--- config.mk ---
export PLATFORM = sky130hd
export DESIGN_NAME = inv_sqrt_poly_eval
export DESIGN_NICKNAME = d
export VERILOG_FILES = /design/src/rtl/inv_sqrt_poly_eval.sv
export SDC_FILE = /design/constraint.sdc
export NUM_CORES = 2
export LEC_CHECK = 0
export BUFFER_PORTS_ARGS = -buffer_cell sky130_fd_sc_hd__buf_2
export CORE_MARGIN = 1
export CORE_UTILIZATION = 46
export CTS_CLUSTER_DIAMETER = 40
export DETAILED_ROUTE_END_ITERATION = 10
export SYNTH_ARGS = -nofsm -noshare
export SYNTH_HDL_FRONTEND = slang
export SYNTH_SLANG_ARGS = --single-unit
--- constraint.sdc ---
create_clock -name clk -period 9.19 [get_ports clk]
set_clock_uncertainty 0.2 [all_clocks]
set_input_delay 1.838 -clock clk [delete_from_list [all_inputs] [get_ports clk]]
set_output_delay 1.838 -clock clk [all_outputs]
set_load 0.005 [all_outputs]
--- src/rtl/inv_sqrt_poly_eval.sv ---
// inv_sqrt_poly_eval: 4-stage c0 + c1*dx + c2*dx^2 evaluator
// for the SFU inverse-square-root path.
module inv_sqrt_poly_eval (
  input  logic               clk,
  input  logic               rst,
  input  logic               in_valid,
  output logic               in_ready,
  input  logic [23:0]        in_x,
  output logic [11:0]        lut_x_msb,
  input  logic signed [28:0] lut_c0,
  input  logic signed [24:0] lut_c1,
  input  logic signed [16:0] lut_c2,
  input  logic signed [13:0] lut_a,
  output logic               out_valid,
  input  logic               out_ready,
  output logic [23:0]        out_y,
  output logic               out_err
);

  typedef struct packed {
    logic [28:0] c0;
    logic [24:0] c1;
    logic [16:0] c2;
    logic [19:0] dx;
    logic        err;
  } s0_t;

  typedef struct packed {
    logic [28:0] c0;
    logic [16:0] c2;
    logic [16:0] sq;
    logic [29:0] p1;
    logic        err;
  } s1_t;

  typedef struct packed {
    logic [29:0] s;
    logic [29:0] p2;
    logic        err;
  } s2_t;

  logic en;
  logic v0, v1, v2, v3;
  s0_t  s0_d, s0_q;
  s1_t  s1_d, s1_q;
  s2_t  s2_d, s2_q;

  logic signed [24:0] dx_full;
  logic signed [39:0] dx_sq;
  logic signed [44:0] c1_dx;
  logic signed [34:0] c2_sq;
  logic signed [31:0] t;
  logic signed [31:0] r;
  logic signed [28:0] y_full;
  logic [23:0]        y_d;

  assign en        = out_ready | ~v3;
  assign in_ready  = en;
  assign lut_x_msb = in_x[23:12];
  assign out_valid = v3;

  always_comb begin
    // midpoint a is Q3.11, in_x is Q2.22
    dx_full = $signed({1'b0, in_x})
            - $signed({lut_a, 11'b0});
    s0_d.c0  = lut_c0;
    s0_d.c1  = lut_c1;
    s0_d.c2  = lut_c2;
    s0_d.dx  = 20'(dx_full);
    s0_d.err = ~|in_x[23:22];
  end

  always_comb begin
    dx_sq = 40'($signed(s0_q.dx))
          * 40'($signed(s0_q.dx));
    c1_dx = 45'($signed(s0_q.c1))
          * 45'($signed(s0_q.dx));
    s1_d.c0  = s0_q.c0;
    s1_d.c2  = s0_q.c2;
    s1_d.sq  = 17'(dx_sq >> 22);
    s1_d.p1  = 30'(c1_dx >>> 18);
    s1_d.err = s0_q.err;
  end

  always_comb begin
    c2_sq = 35'($signed(s1_q.c2))
          * $signed(35'(s1_q.sq));
    s2_d.p2  = 30'(c2_sq >>> 12);
    s2_d.s   = 30'($signed(s1_q.c0))
             + $signed(s1_q.p1);
    s2_d.err = s1_q.err;
  end

  always_comb begin
    t = 32'($signed(s2_q.s))
      + 32'($signed(s2_q.p2));
    r = t + 32'sd4;
    y_full = 29'(r >>> 3);
    if (s2_q.err || y_full < 29'sd0)
      y_d = 24'h0;
    else if (y_full > 29'sd16777215)
      y_d = 24'hFFFFFF;
    else
      y_d = y_full[23:0];
  end

  always_ff @(posedge clk or posedge rst) begin
    if (rst) begin
      v0      <= 1'b0;
      v1      <= 1'b0;
      v2      <= 1'b0;
      v3      <= 1'b0;
      s0_q    <= '0;
      s1_q    <= '0;
      s2_q    <= '0;
      out_y   <= 24'h0;
      out_err <= 1'b0;
    end else if (en) begin
      v0 <= in_valid;
      v1 <= v0;
      v2 <= v1;
      v3 <= v2;
      if (in_valid) s0_q <= s0_d;
      if (v0)       s1_q <= s1_d;
      if (v1)       s2_q <= s2_d;
      // bubbles must present zeros on the output
      if (v2) begin
        out_y   <= y_d;
        out_err <= s2_q.err;
      end else begin
        out_y   <= 24'h0;
        out_err <= 1'b0;
      end
    end
  end

endmodule

==> qor.yml <==
finish:
  mostFrequentLayoutCells: "inv_1, fa_1, nand2_1, and2_1, ha_1"
  fill_cells: 10598
  antennaDiodeCount: 0
  multi_input_area_um2: 39900
  final_common_cell: "inv_1"
  num-nets-final: 7233
  final_layout_size_suffix_gt1_share_pct: 7.51
  area_delta_synth_final_pct: 7.70
  seq_area_um2: 6660
clocking:
  cts_setup_buffers: 0
  cts_tree: "built"
  clkSinkCount: 266
  clockBufferDepth: 3
  clk_latency_ps: 660
  cts_resized: 0
  h-tree-depth: 2
  clkTransAtPathRegs_ps: 60
  cts_buffers: 52
  clock-root-buffer: "clkbuf_16"
  cts_hold_buf: 0
critical_path:
  required_ps: 9490
  arrival_ps: 8660
  slowest_stage: "dfrtp_1"
  cpMostUsedCell: "fa_1"
  critical_path_peak_fanout: 26
  max_stage_delay_ps: 960
  start_kind: "flip-flop"
  crit_buf_inv: 7
  crit_family: "adder cells"
  endpoint_kind: "flip-flop"
  crit_type: "flip-flop to flip-flop"
sta:
  hold_violations: 0
  setup_viol_count_final: 0
  setup_tns_ps: 0
  max_freq_mhz: 120
  final_max_slew_viol_count: 0
  period_share_pct: 91.1
  slew_headroom_pct: 29.8
  grt_setup_unrepaired: "no"
  worst_pin_slew_ps: 1050
  period_needed_ps: 8370
floorplan:
  die-area_um2: 116000
  die_h_um: 340
  core_area_um2: 113000
  rows: 123
  start_util_pct: 46.5
  die_w_um: 340
  ios: 152
route:
  vias: 35938
  drt_iter0_markers: 1640
  wl_per_cell_um: 17.8
  drt-pass1-iter-count: 5
  ant_nets: 0
  via_per_inst: 5.05
  wl_um: 127000
  drcViolationCount: 0
job:
  cap_violations: 0
synth:
  synthesis.nets: 7230
  synth_top_area_cell: "fa_1"
  yosys.area_share.adder_pct: 52.7
  synth_top_family_by_area: "adder cells"
  ys_seq_area_share_pct: 12.7
  yosys.area_share.simple_pct: 13.5
  syn-cell-area_um2: 52600
  synth_mux_area_share_pct: 1.86
  ys.flop_type: "dfrtp_1"
  yosysUniqueCellTypes: 69
  netlist.area_leader.share_pct: 42.4
  synthTopCellsByArea: "fa_1, dfrtp_1, ha_1, inv_1, nand2_1"
  synth_compound_area_share_pct: 5.51
  synth_cells: 5571
  synth_xor_area_share_pct: 2.38
  ys_async_sr_fraction_pct: 100
  synth_warnings: 0
  ys_ff_latch: 266
  syn_area_per_cell_um2: 9.44
  synth_edf_count: 0
placement:
  port_buffers: 142
  gp_congestion: 0.903
  dp_hpwl_um: 102000
worst_hold_path:
  min_path_type: "flip-flop to flip-flop"
global_route:
  antenna_found_initial: 2
  grt_max_degree: 151
  grt_usage_pct: 23.2
  grt_overflow_total: 0
  grt_pass1_vias: 39017
  grt_pass1_wl_um: 212000
run_status:
  outcome: "complete, no violations"
tightest hold or removal path, stage by stage (launching register included):
cell and delay [ps]:
dfrtp_1 340, nand2_1 50, nand2_1 50
registers in the layout, indices dropped and copies added, names as in the netlist:
name / flops
v0: 1
s1_q: 91
out_err: 1
v1: 1
s2_q: 54
v2: 1
out_valid: 1
s0_q: 92
out_y: 24
per-stage QoR:
| stage | setup WS, ps | cells | hold WS (ps) | area [um2] | util (%) |
|---|---|---|---|---|---|
| 2_1_floorplan | 1670 | 5571 | 233 | 52600 | - |
| 3_3_place_gp | 960 | 7020 | 244 | 54700 | 48.4 |
| 3_5_place_dp | 898 | 7020 | 246 | 54700 | 48.4 |
| 4_1_cts | 904 | 7118 | 263 | 56600 | 50.1 |
| 5_1_grt | 483 | 7118 | 284 | 56600 | 50.1 |
| 6_report | 822 | 7118 | 261 | 56600 | 50.1 |
cell families after synthesis:
group,Yosys count
AOI/OAI and AO/OA,454
xor gates and xnor gates,143
adders and majority gates,1546
buffers and inverters,1584
DFF,266
muxes,87
and+or+nand+nor,1491
synthesized netlist by cell type, drive strengths merged, types with 3 or more instances:
master	number
a21o	67
mux2	84
a211o	8
o31ai	9
xor2	61
nor3	17
dfrtp	266
or2	5
xnor2	82
o21a	20
nor2	98
nand4	17
and3	13
a21boi	6
a21oi	101
clkbuf	243
nor3b	3
mux2i	3
nand3	17
nor2b	14
a221oi	6
o211ai	9
nand2	793
o21bai	9
o31a	3
or3	8
nand3b	3
fa	1113
o21ai	143
a31oi	19
and4	4
o311ai	3
and2	446
inv	1317
a2111oi	4
ha	433
buf	24
a211oi	10
a22oi	22
nand2b	44
cell type report:
type / instances / area share (%)
Clock inverter: 35 / 0.846
Sequential cell: 266 / 11.8
Timing Repair Buffer: 216 / 2.30
Clock buffer: 63 / 2.51
Multi-Input combinational cell: 3721 / 70.5
Tap cell: 1500 / 3.31
Inverter: 1317 / 8.74
path summary, 6_finish.rpt:
| kind | start | to | slack [ps] | cells after the start |
|---|---|---|---|---|
| setup / recovery | s0_q[10] | s1_q[24] | 820 | 26 |
| hold / removal | s0_q[84] | s1_q[86] | 260 | 2 |
| setup reg to reg | s0_q[10] | s1_q[24] | 820 | 26 |
| hold reg to reg | s0_q[84] | s1_q[86] | 260 | 2 |
| max in group asynchronous | rst | s0_q[8] | 5950 | 4 |
| min in group asynchronous | rst | out_y[22] | 950 | 2 |
metal layers:
| layer | vias to the layer above | GRT usage (%) | part of all wire [%] |
|---|---|---|---|
| met4 | 2 | 4.95 | 2.0 |
| met5 | - | 0 | 0.0087 |
| met3 | 144 | 3.42 | 5.6 |
| met2 | 858 | 38.6 | 47 |
| met1 | 18407 | 32.3 | 45 |
| li1 | 16527 | - | - |
Power is not shown: default switching activity piles up to over one toggle a cycle in this logic, so the estimate is an artifact.
